--- src/rtl/hdmi_sync_gen.sv ---
// Video timing generator and pixel-stream sink for the display output.
// Define HDMI_SYNC_GEN_UNDERFLOW_CNT_EN to build the saturating underflow counter.

module hdmi_sync_gen #(
    parameter int CntWidth = 12,
    parameter int PixWidth = 24
) (
    input  logic                clk_i,
    input  logic                rst_ni,
    input  logic                en_i,
    input  logic [CntWidth-1:0] h_active_i,
    input  logic [CntWidth-1:0] h_fp_i,
    input  logic [CntWidth-1:0] h_sync_i,
    input  logic [CntWidth-1:0] h_bp_i,
    input  logic [CntWidth-1:0] v_active_i,
    input  logic [CntWidth-1:0] v_fp_i,
    input  logic [CntWidth-1:0] v_sync_i,
    input  logic [CntWidth-1:0] v_bp_i,
    input  logic                hsync_pol_i,
    input  logic                vsync_pol_i,
    input  logic                pix_valid_i,
    input  logic [PixWidth-1:0] pix_data_i,
    output logic                pix_ready_o,
    output logic                hsync_o,
    output logic                vsync_o,
    output logic                de_o,
    output logic [PixWidth-1:0] rgb_o,
    output logic [CntWidth-1:0] x_o,
    output logic [CntWidth-1:0] y_o,
    output logic                frame_start_o,
    output logic                underflow_o,
    input  logic                clr_i,
    output logic [15:0]         underflow_cnt_o
);

    typedef enum logic [1:0] {
        PH_ACTIVE = 2'd0,
        PH_FP     = 2'd1,
        PH_SYNC   = 2'd2,
        PH_BP     = 2'd3
    } phase_e;

    typedef logic [CntWidth-1:0] cnt_t;

    function automatic cnt_t norm_len(input cnt_t len);
        return (len == '0) ? cnt_t'(1) : len;
    endfunction

    function automatic phase_e next_phase(input phase_e ph);
        case (ph)
            PH_ACTIVE: return PH_FP;
            PH_FP:     return PH_SYNC;
            PH_SYNC:   return PH_BP;
            default:   return PH_ACTIVE;
        endcase
    endfunction

    // Shadow phase lengths, indexed by phase; zero lengths are stored as 1.
    logic [3:0][CntWidth-1:0] h_len_q;
    logic [3:0][CntWidth-1:0] v_len_q;

    logic   en_q;
    phase_e h_state;
    phase_e v_state;
    cnt_t   h_cnt;
    cnt_t   v_cnt;

    logic h_last;
    logic v_last;
    logic line_end;
    logic frame_end;
    logic load;

    assign h_last    = (h_cnt == h_len_q[h_state] - cnt_t'(1));
    assign v_last    = (v_cnt == v_len_q[v_state] - cnt_t'(1));
    assign line_end  = (h_state == PH_BP) && h_last;
    assign frame_end = line_end && (v_state == PH_BP) && v_last;
    assign load      = (en_i && !en_q) || (en_q && frame_end);

    // NOTE: the shadow registers are reset explicitly even though they are always
    // loaded before use; an unreset register array simulates as X and is not portable.
    always_ff @(posedge clk_i or negedge rst_ni) begin
        if (!rst_ni) begin
            h_len_q <= '0;
            v_len_q <= '0;
        end else if (load) begin
            h_len_q <= {norm_len(h_bp_i), norm_len(h_sync_i),
                        norm_len(h_fp_i), norm_len(h_active_i)};
            v_len_q <= {norm_len(v_bp_i), norm_len(v_sync_i),
                        norm_len(v_fp_i), norm_len(v_active_i)};
        end
    end

    // Outputs decode the current position one edge after it is reached, so an
    // enable sampled at edge k produces the first active pixel at edge k+1.
    // NOTE: every sequential assignment is non-blocking so all flops see pre-edge values.
    always_ff @(posedge clk_i or negedge rst_ni) begin
        if (!rst_ni) begin
            en_q          <= 1'b0;
            h_state       <= PH_ACTIVE;
            v_state       <= PH_ACTIVE;
            h_cnt         <= '0;
            v_cnt         <= '0;
            hsync_o       <= 1'b0;
            vsync_o       <= 1'b0;
            de_o          <= 1'b0;
            frame_start_o <= 1'b0;
            x_o           <= '0;
            y_o           <= '0;
        end else begin
            en_q <= en_i;
            if (!en_q) begin
                h_state       <= PH_ACTIVE;
                v_state       <= PH_ACTIVE;
                h_cnt         <= '0;
                v_cnt         <= '0;
                hsync_o       <= ~hsync_pol_i;
                vsync_o       <= ~vsync_pol_i;
                de_o          <= 1'b0;
                frame_start_o <= 1'b0;
                x_o           <= '0;
                y_o           <= '0;
            end else begin
                de_o          <= (h_state == PH_ACTIVE) && (v_state == PH_ACTIVE);
                x_o           <= ((h_state == PH_ACTIVE) && (v_state == PH_ACTIVE)) ? h_cnt : '0;
                y_o           <= ((h_state == PH_ACTIVE) && (v_state == PH_ACTIVE)) ? v_cnt : '0;
                frame_start_o <= (h_state == PH_ACTIVE) && (h_cnt == '0) &&
                                 (v_state == PH_ACTIVE) && (v_cnt == '0);
                hsync_o       <= (h_state == PH_SYNC) ? hsync_pol_i : ~hsync_pol_i;
                // The vertical state only moves at a line boundary, so vsync does too.
                vsync_o       <= (v_state == PH_SYNC) ? vsync_pol_i : ~vsync_pol_i;

                if (h_last) begin
                    h_state <= next_phase(h_state);
                    h_cnt   <= '0;
                end else begin
                    h_cnt <= h_cnt + cnt_t'(1);
                end

                if (line_end) begin
                    if (v_last) begin
                        v_state <= next_phase(v_state);
                        v_cnt   <= '0;
                    end else begin
                        v_cnt <= v_cnt + cnt_t'(1);
                    end
                end
            end
        end
    end

    assign pix_ready_o = de_o;
    assign underflow_o = de_o && !pix_valid_i;
    assign rgb_o       = (de_o && pix_valid_i) ? pix_data_i : '0;

`ifdef HDMI_SYNC_GEN_UNDERFLOW_CNT_EN
    logic [15:0] uf_cnt_q;

    always_ff @(posedge clk_i or negedge rst_ni) begin
        if (!rst_ni) begin
            uf_cnt_q <= '0;
        end else if (clr_i) begin
            uf_cnt_q <= '0;
        end else if (underflow_o && (uf_cnt_q != 16'hFFFF)) begin
            uf_cnt_q <= uf_cnt_q + 16'd1;
        end
    end

    assign underflow_cnt_o = uf_cnt_q;
`else
    logic unused_clr;
    assign unused_clr      = clr_i;
    assign underflow_cnt_o = '0;
`endif

endmodule

--- config.mk ---
export PLATFORM = sky130hd
export DESIGN_NAME = hdmi_sync_gen
export DESIGN_NICKNAME = d
export VERILOG_FILES = /design/src/rtl/hdmi_sync_gen.sv
export SDC_FILE = /design/constraint.sdc
export NUM_CORES = 1
export LEC_CHECK = 0
export CORE_MARGIN = 2
export CORE_UTILIZATION = 50
export DETAILED_ROUTE_END_ITERATION = 12
export PLACE_DENSITY = 0.86
export SKIP_CTS_REPAIR_TIMING = 1
export SLEW_MARGIN = 20
export SYNTH_ARGS = -nofsm -noshare
export SYNTH_HDL_FRONTEND = slang
export SYNTH_SLANG_ARGS = --single-unit
--- constraint.sdc ---
create_clock -name clk_i -period 5.65 [get_ports clk_i]
set_input_delay 0.8475 -clock clk_i [delete_from_list [all_inputs] [get_ports clk_i]]
set_output_delay 0.8475 -clock clk_i [all_outputs]
set_load 0.01 [all_outputs]
## Word level (Yosys, flattened, before mapping)

Cells that the tools add are included.

- Logic and storage cells: 100
- Register bits: 153
- Output and inout bits: 70
- Bits of input ports: 127

- Bitwise gates (word level): 2
- Muxes and demuxes: 35
- Add/subtract/negate cells: 4
- Eq/ne operators: 11
- Reductions and logical operators: 27
- Order comparisons: 2

Operators by type and width:

| cell | number |
|---|---|
| $mux W12 | 19 |
| $logic_not A12 Y1 | 10 |
| $bmux W12 S2 | 2 |
| $add A12 B1 Y12 const B | 2 |
| $eq A12 B12 Y1 | 2 |
| $mux W24 | 1 |
| $sub A12 B1 Y12 const B | 2 |
| $pmux W2 S3 | 2 |
| $logic_and A1 B1 Y1 | 11 |
| $mux W2 | 5 |
| $eq A2 B2 Y1 const B | 4 |
| $lt A2 B3 Y1 const B | 2 |
| $mux W1 | 6 |
| $ne A2 B1 Y1 const B | 3 |
| $eq A2 B1 Y1 const B | 2 |
| $logic_not A2 Y1 | 2 |
| $logic_not A1 Y1 | 2 |
| $not A1 Y1 | 2 |
| $reduce_and A2 Y1 | 1 |
| $logic_or A1 B1 Y1 | 1 |

## Longest topological paths before layout

Gate-level depths: netlist of run 1.

- Word-level depth: 9
- Mapped depth: 15
- Mapped depth without buffers: 11

## Worst setup path after synthesis of run 1

Ideal clock, no wire load.

- Path kind: register -> register
- Start point: register h_state[0]
- End point: register v_len_q[29] in the netlist's numbering
- Required time: 5.522 ns
- Setup time: 0.128 ns
- Period minus slack after synthesis: 4.294 ns
- Arrival time: 4.167 ns
- Cell stages (with the launch flop): 16
- Slack: 1.356 ns
- Buffers on the path: 5
- Cell sequence: dfrtp_1 buf_6 buf_2 mux4_2 inv_1 ha_1 nand2_1 o32a_1 or4_1 a2111oi_2 and4_1 buf_2 a41oi_2 buf_4 buf_6 mux2_1

- Word-level cells in the longest chain between the ends: 9
- Elaborated cells on any way between the ends: 10
- Classes of those cells: add/sub (1); eq/ne (2); mux (2); reduce/logical (5)

Ends and longest elaborated chain:

| element | line | text |
|---|---|---|
| start, declared | 63 | `phase_e h_state;` |
| start signal, assigned | 134 | `h_state <= next_phase(h_state);` |
| $bmux W12 S2 | 74 | `assign h_last = (h_cnt == h_len_q[h_state] - cnt_t'(1));` |
| $mux W12 (not written as such) | 74 |  |
| $sub A12 B1 Y12 | 74 |  |
| $eq A12 B12 Y1 | 74 |  |
| $logic_and A1 B1 Y1 * | 76 | `assign line_end = (h_state == PH_BP) && h_last;` |
| $logic_and A1 B1 Y1 * (2 in a row) | 77 | `assign frame_end = line_end && (v_state == PH_BP) && v_last;` |
| $logic_and A1 B1 Y1 * | 78 | `assign load = (en_i && !en_q) \|\| (en_q && frame_end);` |
| $logic_or A1 B1 Y1 * | 78 |  |
| end signal, assigned | 89 | `v_len_q <= {norm_len(v_bp_i), norm_len(v_sync_i),` |
| end, declared | 60 | `logic [3:0][CntWidth-1:0] v_len_q;` |

Mark *: on every way between the ends. The rest lies on a longest branch, timed or not. The select of a mux whose other input is x is not followed.
A chain may end at the register's enable or synchronous reset.

## Final worst setup path of run 1

- Start point: register h_state[1]
- End point: register h_len_q[10] in the netlist's numbering

- Word-level cells in the longest chain between the ends: 9
- Elaborated cells on any way between the ends: 10
- Classes of those cells: add/sub (1); eq/ne (2); mux (2); reduce/logical (5)

Ends and longest elaborated chain:

| element | line | text |
|---|---|---|
| $bmux W12 S2 | 74 |  |
| $mux W12 (not written as such) | 74 |  |
| $sub A12 B1 Y12 | 74 |  |
| $eq A12 B12 Y1 | 74 |  |
| $logic_and A1 B1 Y1 * | 76 |  |
| $logic_and A1 B1 Y1 * (2 in a row) | 77 |  |
| $logic_and A1 B1 Y1 * | 78 |  |
| $logic_or A1 B1 Y1 * | 78 |  |
| end signal, assigned | 87 | `h_len_q <= {norm_len(h_bp_i), norm_len(h_sync_i),` |
| end, declared | 59 | `logic [3:0][CntWidth-1:0] h_len_q;` |

Marked as above.

==> results.md, run 1 <==
* Status: finished, final reports clean
* Post-synth EDFFs at 0
* Final instance area at between 10000 and 15000 um^2
* Synthesized area per cell at 11.8 um^2
* Hold Crit Start: v_len_q[43]
* Starting Density at 0.511
* Peak supply drop at 193 uV
* Final hold viol count at 0
* Root Driver: clkbuf_16
* CTS tree: yes
* Hpwl dp at 14300 um
* Period utilisation layout at 0.843
* Met1 Use GR at 0.294
* Post-synthesis sequential area ratio at 0.471
* Worst Hold End: v_len_q[43]
* Clk sink count at 153
* Clk_skew at 0.00814 ns
* GRT busiest layer: met2
* I/O Buffers at 179
* Nature of the critical path endpoint: register
* Highest-delay cell along the critical path: dfrtp_1
* Total GRT Usage at 0.228
* Placed Area at 9980 um^2
* RD Place Congestion at 0.810
* # IOs at 197
* Vias at 6174
* Initial antenna violation count at 0
* Core Area at 15900 um^2
* Capturing point of the worst reg2reg path: h_len_q[10]
* Async set-or-reset flop fraction in the synthesized netlist at 1.00
* Clock slew seen by the registers of the worst setup and hold paths at 0.06 ns
* Congestion Overflow GR at 0
* Routing usage on met2 at 0.378
* Vias in the first global route at approximately 6100
* Static Leak at 4.42 nW
* Detailed-route wire length per cell at 18.0 um
* DRC at 0
* Path type of the worst setup path: register to register
* Post-synthesis register bit count at 153
* WL final at 19500 um
* Worst skew pair latency at about 0.43 ns
* Row count at 46
* WHS Path Cells at 1
* Top-count cell post-synth: dfrtp_1
* Die Area at around 17000 um^2
* Met3 usage at 0.0529
* CTS Buffer Depth at 2
* First-pass GRT wire length at ~31000 um
* Reg-to-reg critical path startpoint: h_state[1]
* Critical Path Fanout Max at between 90 and 100
* CTS Buf Count at 17
* Slew Limit Headroom at 0.388
* Min Clock Period, post-route at 4.77 ns
* Buf/Inv on CP at 2
* # diodes at 0
* Yosys synthesis warning count at 0
* FF+latch area at 3830 um^2
* Post-layout nets at 991
* Cell variety after synth at 58
* CP max stage delay at about 0.86 ns
* # setup viols final at 0
* R2R depth at 11
* Fmax at 210 MHz
* Synth-to-layout area growth at 30.4%
* Routed Antenna Nets at 0
* Cell count after synthesis at 687
* List of most frequent post-synthesis cells: dfrtp_1 (153), mux2_2 (58), and3_1 (37), mux2_1 (32), nor2_1 (30)
* Pin count of the biggest net entering global routing at 114
* Die H at about 130 um
* Worst path cell trace: mux4_2 > inv_1 > ha_1 > nand2_1 > o32a_1 > or4_1 > a2111oi_2 > and4_1 > a41oi_4 > buf_12 > mux2_1
* CTS H-tree depth at 4
* Least-Margin Pin Slew at 0.919 ns
* Drt pass-1 iters at 5
* Yosys top cell area share at 0.471
* Unrepaired setup endpoints after global routing: no
* Synth top area cells: dfrtp_1 (47%), mux2_2 (8.0%), mux4_2 (6.9%)
* Final Slew Violations at 0
* Worst Path Required at 5.95 ns
* Max-Cap Viols at 0
* Layout cells sized above 1 at 0.146
* Power Density at 277 nW/um^2
* Crit path DAT at 5.07 ns
* Top_reg_cell synth: dfrtp_1
* Setup_tns at 0 ns
* HP Class: register to register
* R2R setup slack at 0.88 ns
* Setup crit start kind: register
* Yosys top cell by area: dfrtp_1
* Top cell family by delay on the critical path: compound AO/OA/AOI/OAI gates
* FILL cells at 1175
* Multi-input logic area at between 3000 and 4000 um^2
* Routed vias/inst at 5.72
* Initial DRC count at 383
* Netlist Area Pre-Place at 8120 um^2
* Die width at 131 um
## worst max-delay path by stage
stage          startpoint     endpoint  cells after the start
5_1_grt        h_state[1]  h_len_q[10]                     11
2_1_floorplan  h_state[0]  v_len_q[29]                     15
3_3_place_gp   h_state[1]  v_len_q[41]                     11
6_report       h_state[1]  h_len_q[10]                     11
3_5_place_dp   h_state[1]   h_len_q[3]                     11
4_1_cts        h_state[1]  h_len_q[10]                     11
## layer usage
metal,up-vias,routed length (um)
li1,2805,-
met1,3084,8280
met2,251,9490
met3,34,1260
met4,0,421
met5,-,0
## logic make-up after synthesis
group | count (synthesis) | synth area share
flops | 153 | 0.471
other cells | 1 | 0.000462
compound gates | 62 | 0.0515
fa+ha+maj | 12 | 0.0185
xor+xnor | 43 | 0.0464
buf+inv | 80 | 0.0519
mux | 125 | 0.206
simple gates | 211 | 0.153
## cell usage in the layout, fill, tap and decap left out, types with 3 or more instances in the layout
cell type and n:
a22oi_1 5, or3_1 3, and2_1 24, nor2_1 30
dfrtp_1 153, mux4_2 25, nor2b_1 8, mux2i_1 10
nand4_1 7, conb_1 16, a21oi_1 19, nand3b_1 4
a31oi_1 12, buf_4 3, or4_1 4, xor2_1 15
and4_1 4, o211ai_1 3, o21ai_0 6, nor3_1 21
nor4_1 22, clkbuf_8 4, mux2_2 58, o31ai_1 3
nand2_1 12, mux2_1 32, clkinvlp_4 4, ha_1 12
or4b_2 5, and3_1 37, xnor2_1 28, inv_1 28
nor4b_1 3, clkbuf_16 17, clkdlybuf4s50_1 178, nand3_1 15
bufinv_16 3
## state kept, by name (all words and copies together) (netlist names), 2 cells and up
name	count
v_state	2
y_o	12
h_len_q	48
v_cnt	12
v_len_q	48
h_cnt	12
h_state	2
x_o	12
## layout make-up
| class | count | share of cell area |
|---|---|---|
| Clock buffer | 21 | 0.0444 |
| Inverter | 28 | 0.00992 |
| Multi-Input combinational cell | 469 | 0.372 |
| Clock inverter | 10 | 0.0135 |
| Timing Repair Buffer | 183 | 0.173 |
| Sequential cell | 153 | 0.361 |
| Tap cell | 216 | 0.0255 |
## power breakdown
group          switching [mW]  internal [mW]
Clock                   0.448          0.728
Combinational           0.212          0.273
Sequential             0.0708           1.20
## through the flow
step                hold WS (ns)   util  total power [mW]  setup WS (ns)  std cells
floorplan                  0.459      -              1.56           1.36        702
global placement           0.470  0.628              1.75           1.10       1049
detailed placement         0.481  0.628              1.77          0.945       1049
CTS                        0.495  0.667              2.95          0.935       1080
global route               0.518  0.667              3.05          0.695       1080
finish                     0.488  0.667              2.93          0.884       1080
Note: power is estimated with default switching activity, not from simulation.
==> inputs of run 2 (changes only) <==
--- a/config.mk
+++ b/config.mk
@@ -6,9 +6,9 @@
 export NUM_CORES = 1
 export LEC_CHECK = 0
 export CORE_MARGIN = 2
-export CORE_UTILIZATION = 50
+export CORE_UTILIZATION = 45
 export DETAILED_ROUTE_END_ITERATION = 12
-export PLACE_DENSITY = 0.86
+export PLACE_DENSITY = 0.82
 export SKIP_CTS_REPAIR_TIMING = 1
 export SLEW_MARGIN = 20
 export SYNTH_ARGS = -nofsm -noshare
==> constraint.sdc (replaced) <==
create_clock -name clk_i -period 3.9 [get_ports clk_i]
set_input_delay 0.585 -clock clk_i [delete_from_list [all_inputs] [get_ports clk_i]]
set_output_delay 0.585 -clock clk_i [all_outputs]
set_load 0.01 [all_outputs]
==> run 2 against run 1 <==
  * Final cell count is 5.2% higher
  * Power grew 53%
  * Non-clock buffer count rose by 42
  * Via count grew 1.7%
  * Die area rose by 11%
  * Final area grew 6.0%
  * Critical path type unchanged
  * Critical endpoint is now v_cnt[2]
==> results.md, run 2 (synthesis results as in run 1) <==
* # diodes at 0
* Total GRT Usage at 0.215
* Most frequent cells in the layout: clkdlybuf4s50_1 (178), dfrtp_1 (152), mux2_2 (58)
* Worst Path Required at 4.26 ns
* # setup viols final at 0
* Total Power at around 4.5 mW
* Nature of the critical path endpoint: register
* Hpwl dp at 15200 um
* Critical Path Fanout Max at 14
* Max-Cap Viols at 0
* Path type of the worst setup path: register to register
* Pin count of the biggest net entering global routing at 99
* RD Place Congestion at between 0.8 and 0.9
* Largest regs: h_len_q x48, v_len_q x48
* Fmax at 262 MHz
* Detailed-route wire length per cell at 18.2 um
* Met2 WL at 10000 um
* Congestion Overflow GR at 0
* Vias at 6279
* Commonest non-fill, non-tap cell in the layout: clkdlybuf4s50_1
* Fin util at 0.629
* Synth-to-layout area growth at 38.2%
* Buf/Inv on CP at 3
* Routed Antenna Nets at 0
* Critical Path Stages at 12
* Initial DRC count at 392
* CP Capture Point: v_cnt[2]
* Die Area at 19100 um^2
* Post-layout nets at 1033
* Non-filler instance count after layout at between 1000 and 1500
* CTS tree: yes
* Vias in the first global route at 6372
* Unrepaired setup endpoints after global routing: yes
* Worst path cell trace: mux4_2 > inv_2 > ha_4 > nand2_2 > o32a_1 > or4_4 > a2111oi_4 > buf_4 > nand4_1 > buf_6 > or4b_2 > a21oi_2
* Final hold viol count at 0
* Reg-to-reg critical path startpoint: h_state[0]
* Final Slew Violations at 0
* WL final at 20600 um
* Initial antenna violation count at 0
* Setup_tns at 0 ns
* Top cell family by delay on the critical path: simple AND/OR/NAND/NOR gates
* Met3 WL at between 1000 and 1500 um
* Crit path DAT at 4.18 ns
* Row count at 49
* Starting Density at 0.455
* Peak supply drop at roughly 310 uV
* Core Area at 17800 um^2
* Setup crit start kind: register
* CTS Buffer Depth at 2
* Placed Cells at 1094
* Met1 WL at 8770 um
* Clock slew seen by the registers of the worst setup and hold paths at 0.06 ns
* R2R depth at 12
* Status: finished, final reports clean
* DRC at 0
* CP max stage delay at approximately 0.62 ns
* Root Driver: clkbuf_16
* Period utilisation layout at 0.980
* CP startpoint: h_state[0]
* Top Layer Used: met4
* Capturing point of the worst reg2reg path: v_cnt[2]
* CTS H-tree depth at 4
* Drt pass-1 iters at 5
* Highest-delay cell along the critical path: or4b_2
* First-pass GRT wire length at 33000 um
* R2R setup slack at roughly 0.08 ns
* Final instance area at 11200 um^2
* I/O Buffers at 179
* Placed Area at 10300 um^2
* Routed vias/inst at 5.53
* Slew Limit Headroom at 0.402
* Power Density at 400 nW/um^2
* Min Clock Period, post-route at about 3.8 ns
* Worst skew pair latency at 0.44 ns
* Clk sink count at 153
* Least-Margin Pin Slew at 0.897 ns
* Die width at 138 um
* CTS Buf Count at 17
* # IOs at 197
* Static Leak at approximately 4.8 nW
* Clk_skew at 0.0102 ns
* Die H at between 100 and 150 um
* HP Class: input pin to async pin
* Layout cells sized above 1 at 0.218
## run 2: cell types whose count changed in the layout (fill, tap and decap cells not counted), sizes merged
| cell | previous run | this run |
|---|---|---|
| clkbuf | 22 | 23 |
| clkinv | 2 | 4 |
| bufinv | 3 | 5 |
| buf | 4 | 44 |
| clkinvlp | 4 | 0 |
| inv | 29 | 31 |
## run 2: layer usage
layer / up-vias / GRT usage
li1: 2908 / -
met3: 29 / 0.0561
met1: 3094 / 0.282
met5: - / 0
met4: 0 / 0.0709
met2: 248 / 0.352
## run 2: layout make-up
cell class / instances / area (um^2)
well taps: 229 / 287
inverters: 28 / 105
repair buffers: 225 / 2270
clock inverters: 12 / 214
fillers: 1351 / 6620
clock buffers: 20 / 447
flip-flops and latches: 153 / 3830
multi-input cells: 469 / 4070
## run 2: power by group
part	switching [mW]	leakage, nW	internal (mW)
Sequential	0.109	1.91	1.74
Combinational	0.333	2.58	0.472
Clock	0.674	0.321	1.16
## run 2: per-stage QoR
stage	hold WS, ns	setup WS (ns)
CTS	0.291	0.00716
detailed placement	0.480	0.0197
finish	0.248	0.0799
global placement	0.469	0.102
floorplan	0.289	-0.0408
global route	0.329	-0.0700
## run 2: worst register-to-register path, stage by stage, from the launching register on
cell and delay [ns]:
dfrtp_2 0.43, mux4_2 0.55, inv_2 0.09, ha_4 0.15, nand2_2 0.05, o32a_1 0.31
or4_4 0.56, a2111oi_4 0.39, buf_4 0.18, nand4_1 0.10, buf_6 0.16, or4b_2 0.62
a21oi_2 0.15
## run 2: worst min-delay path by stage
stage / from / end / depth (start not counted)
2_1_floorplan: rst_ni / de_o / 0
3_3_place_gp: h_len_q[21] / h_len_q[21] / 1
3_5_place_dp: h_len_q[20] / h_len_q[20] / 1
4_1_cts: rst_ni / h_len_q[31] / 1
5_1_grt: rst_ni / h_len_q[31] / 1
6_report: rst_ni / h_len_q[34] / 1
==> inputs of run 3 (changes only) <==
--- a/config.mk
+++ b/config.mk
@@ -5,6 +5,7 @@
 export SDC_FILE = /design/constraint.sdc
 export NUM_CORES = 1
 export LEC_CHECK = 0
+export CORE_ASPECT_RATIO = 1.4
 export CORE_MARGIN = 2
 export CORE_UTILIZATION = 45
 export DETAILED_ROUTE_END_ITERATION = 12
==> run 3 against run 2 <==
  * Flip-flop and latch count is the same
  * Utilization fell by 1.1 points
  * Hold slack got worse by 0.0063 ns
  * Clock power fell by 18%
  * Global-route usage hardly changed
  * Power fell by 7.9%
  * Combinational power down 2%
  * Final area decreased by 1.7%
  * Non-clock buffer count shrank 13
  * Via count hardly changed
  * Setup slack lost 0.042 ns
  * Critical path type unchanged
  * Largest power group unchanged
  * Highest routed layer unchanged
==> results.md, run 3 (synthesis results as in run 1) <==
* Status: finished, final reports clean
* Total Power at 4.14 mW
* WL final at 21100 um
* Placed Area at 10200 um^2
* Crit path DAT at 4.18 ns
* Synth-to-layout area growth at 35.8%
* Drt pass-1 iters at 4
* Static Leak at 4.70 nW
* Fin worst setup slack at roughly 0.038 ns
* Highest-delay cell along the critical path: mux4_2
* FILL cells at 1418
* Pre-CTS setup slack at -0.0300 ns
* CTS tree: yes
* Final instance area at 11000 um^2
* Total GRT Usage at 0.216
* Setup_tns at 0 ns
* Routed Antenna Nets at 0
* R2R setup slack at 0.04 ns
* Die width at approximately 120 um
* Fmax at 259 MHz
* # diodes at 0
* Peak supply drop at between 200 and 250 uV
* Congestion Overflow GR at 0
* Worst path cell trace: mux4_2 > inv_2 > ha_4 > nand2_1 > o32a_1 > or4_4 > a2111oi_4 > and4_4 > a41oi_4 > buf_12 > clkbuf_16 > mux2_1
* Slew Limit Headroom at 0.432
* # IOs at 197
* Setup crit start kind: register
* Hpwl dp at 15100 um
* Final hold viol count at 0
* Most frequent cells in the layout: clkdlybuf4s50_1 (178), dfrtp_1 (152), mux2_2 (58)
* Clock slew seen by the registers of the worst setup and hold paths at ~0.070 ns
* Detailed-route wire length per cell at approximately 19 um
* Worst skew pair latency at ~0.44 ns
* Non-filler instance count after layout at 1134
* Path type of the worst setup path: register to register
* Initial DRC count at 333
* First-pass GRT wire length at 32600 um
* Reg-to-reg critical path startpoint: h_state[0]
* Unrepaired setup endpoints after global routing: yes
* Least-Margin Pin Slew at 0.851 ns
* CTS H-tree depth at 4
* Hold WS at 0.242 ns
* HP Class: input pin to async pin
* Commonest non-fill, non-tap cell in the layout: clkdlybuf4s50_1
* Fin util at 0.618
* Starting Density at 0.455
* CTS Buffer Depth at 2
* R2R depth at 12
* Worst Path Required at ~4.2 ns
* Period utilisation layout at 0.990
* Max-Cap Viols at 0
* Largest regs: h_len_q x48, v_len_q x48
* Placed Cells at about 1100
* Layout cells sized above 1 at 0.209
* DRC at 0
* Row count at 58
* Pin count of the biggest net entering global routing at 94
* Routed vias/inst at about 5.5
* Initial antenna violation count at 0
* I/O Buffers at 179
* Clk sink count at 153
* Clk_skew at 0.0175 ns
* Min Clock Period, post-route at approximately 3.9 ns
* Post-layout nets at around 1000
* Die Area at between 15000 and 20000 um^2
* Critical Path Fanout Max at 12
* CTS Buf Count at 17
* Vias at 6283
* Capturing point of the worst reg2reg path: v_len_q[37]
* RD Place Congestion at around 0.86
* Nature of the critical path endpoint: register
* CP max stage delay at 0.56 ns
* Root Driver: clkbuf_16
* Power Density at between 300 and 400 nW/um^2
* Final Slew Violations at 0
* Vias in the first global route at 6244
* # setup viols final at 0
* Core Area at 17900 um^2
* Die H at ~160 um
[run 3: cell types whose count changed in the layout (fill, tap and decap cells not counted), moves of 3 or more]
cell	delta
clkinvlp_4	+4
a21oi_2	-3
mux2_1	-4
mux2_4	+4
a21oi_1	+3
clkinv_2	+4
or4b_4	-3
inv_6	+3
or4b_2	+3
clkinv_4	-4
bufinv_16	-5
buf_4	-15
[run 3: critical path: cells and delay by family, from the launching register on]
kind | cells | cell delay, ns
AO/OA/AOI/OAI | 3 | 0.91
flip-flops | 1 | 0.44
buffers and inverters | 3 | 0.47
adder cells (fa/ha/maj) | 1 | 0.14
AND/OR/NAND/NOR | 3 | 0.91
multiplexers | 2 | 0.87
[run 3: worst max path at each step]
stage / from / endpoint / slack [ns] / cells after the start
global route: h_state[0] / v_len_q[37] / -0.03 / 11
CTS: h_state[0] / v_cnt[9] / -0.06 / 11
floorplan: h_state[0] / v_len_q[29] / -0.04 / 15
global placement: h_state[0] / v_cnt[5] / 0.01 / 10
detailed placement: h_state[0] / v_cnt[9] / -0.03 / 11
finish: h_state[0] / v_len_q[37] / 0.04 / 12
[run 3: final cells by class]
type / instances / area (um^2) / area share
timing repair buffer: 212 / 2200 / 0.199
multi-input combinational: 469 / 4070 / 0.369
clock buffer: 19 / 433 / 0.0392
inverter: 28 / 105 / 0.00953
clock inverter: 13 / 93.8 / 0.00851
tap: 240 / 300 / 0.0272
sequential: 153 / 3830 / 0.347
[run 3: layer usage]
layer / vias to the layer above / track usage / wire length, um
met5: - / 0 / 0
met4: 0 / 0.0871 / 563
met3: 35 / 0.0399 / 1080
met2: 233 / 0.394 / 11200
met1: 3138 / 0.250 / 8250
li1: 2877 / - / -
[run 3: power breakdown]
part	switching [mW]	internal, mW
Clock	0.691	0.817
Combinational	0.331	0.457
Sequential	0.102	1.74
Total	1.12	3.02
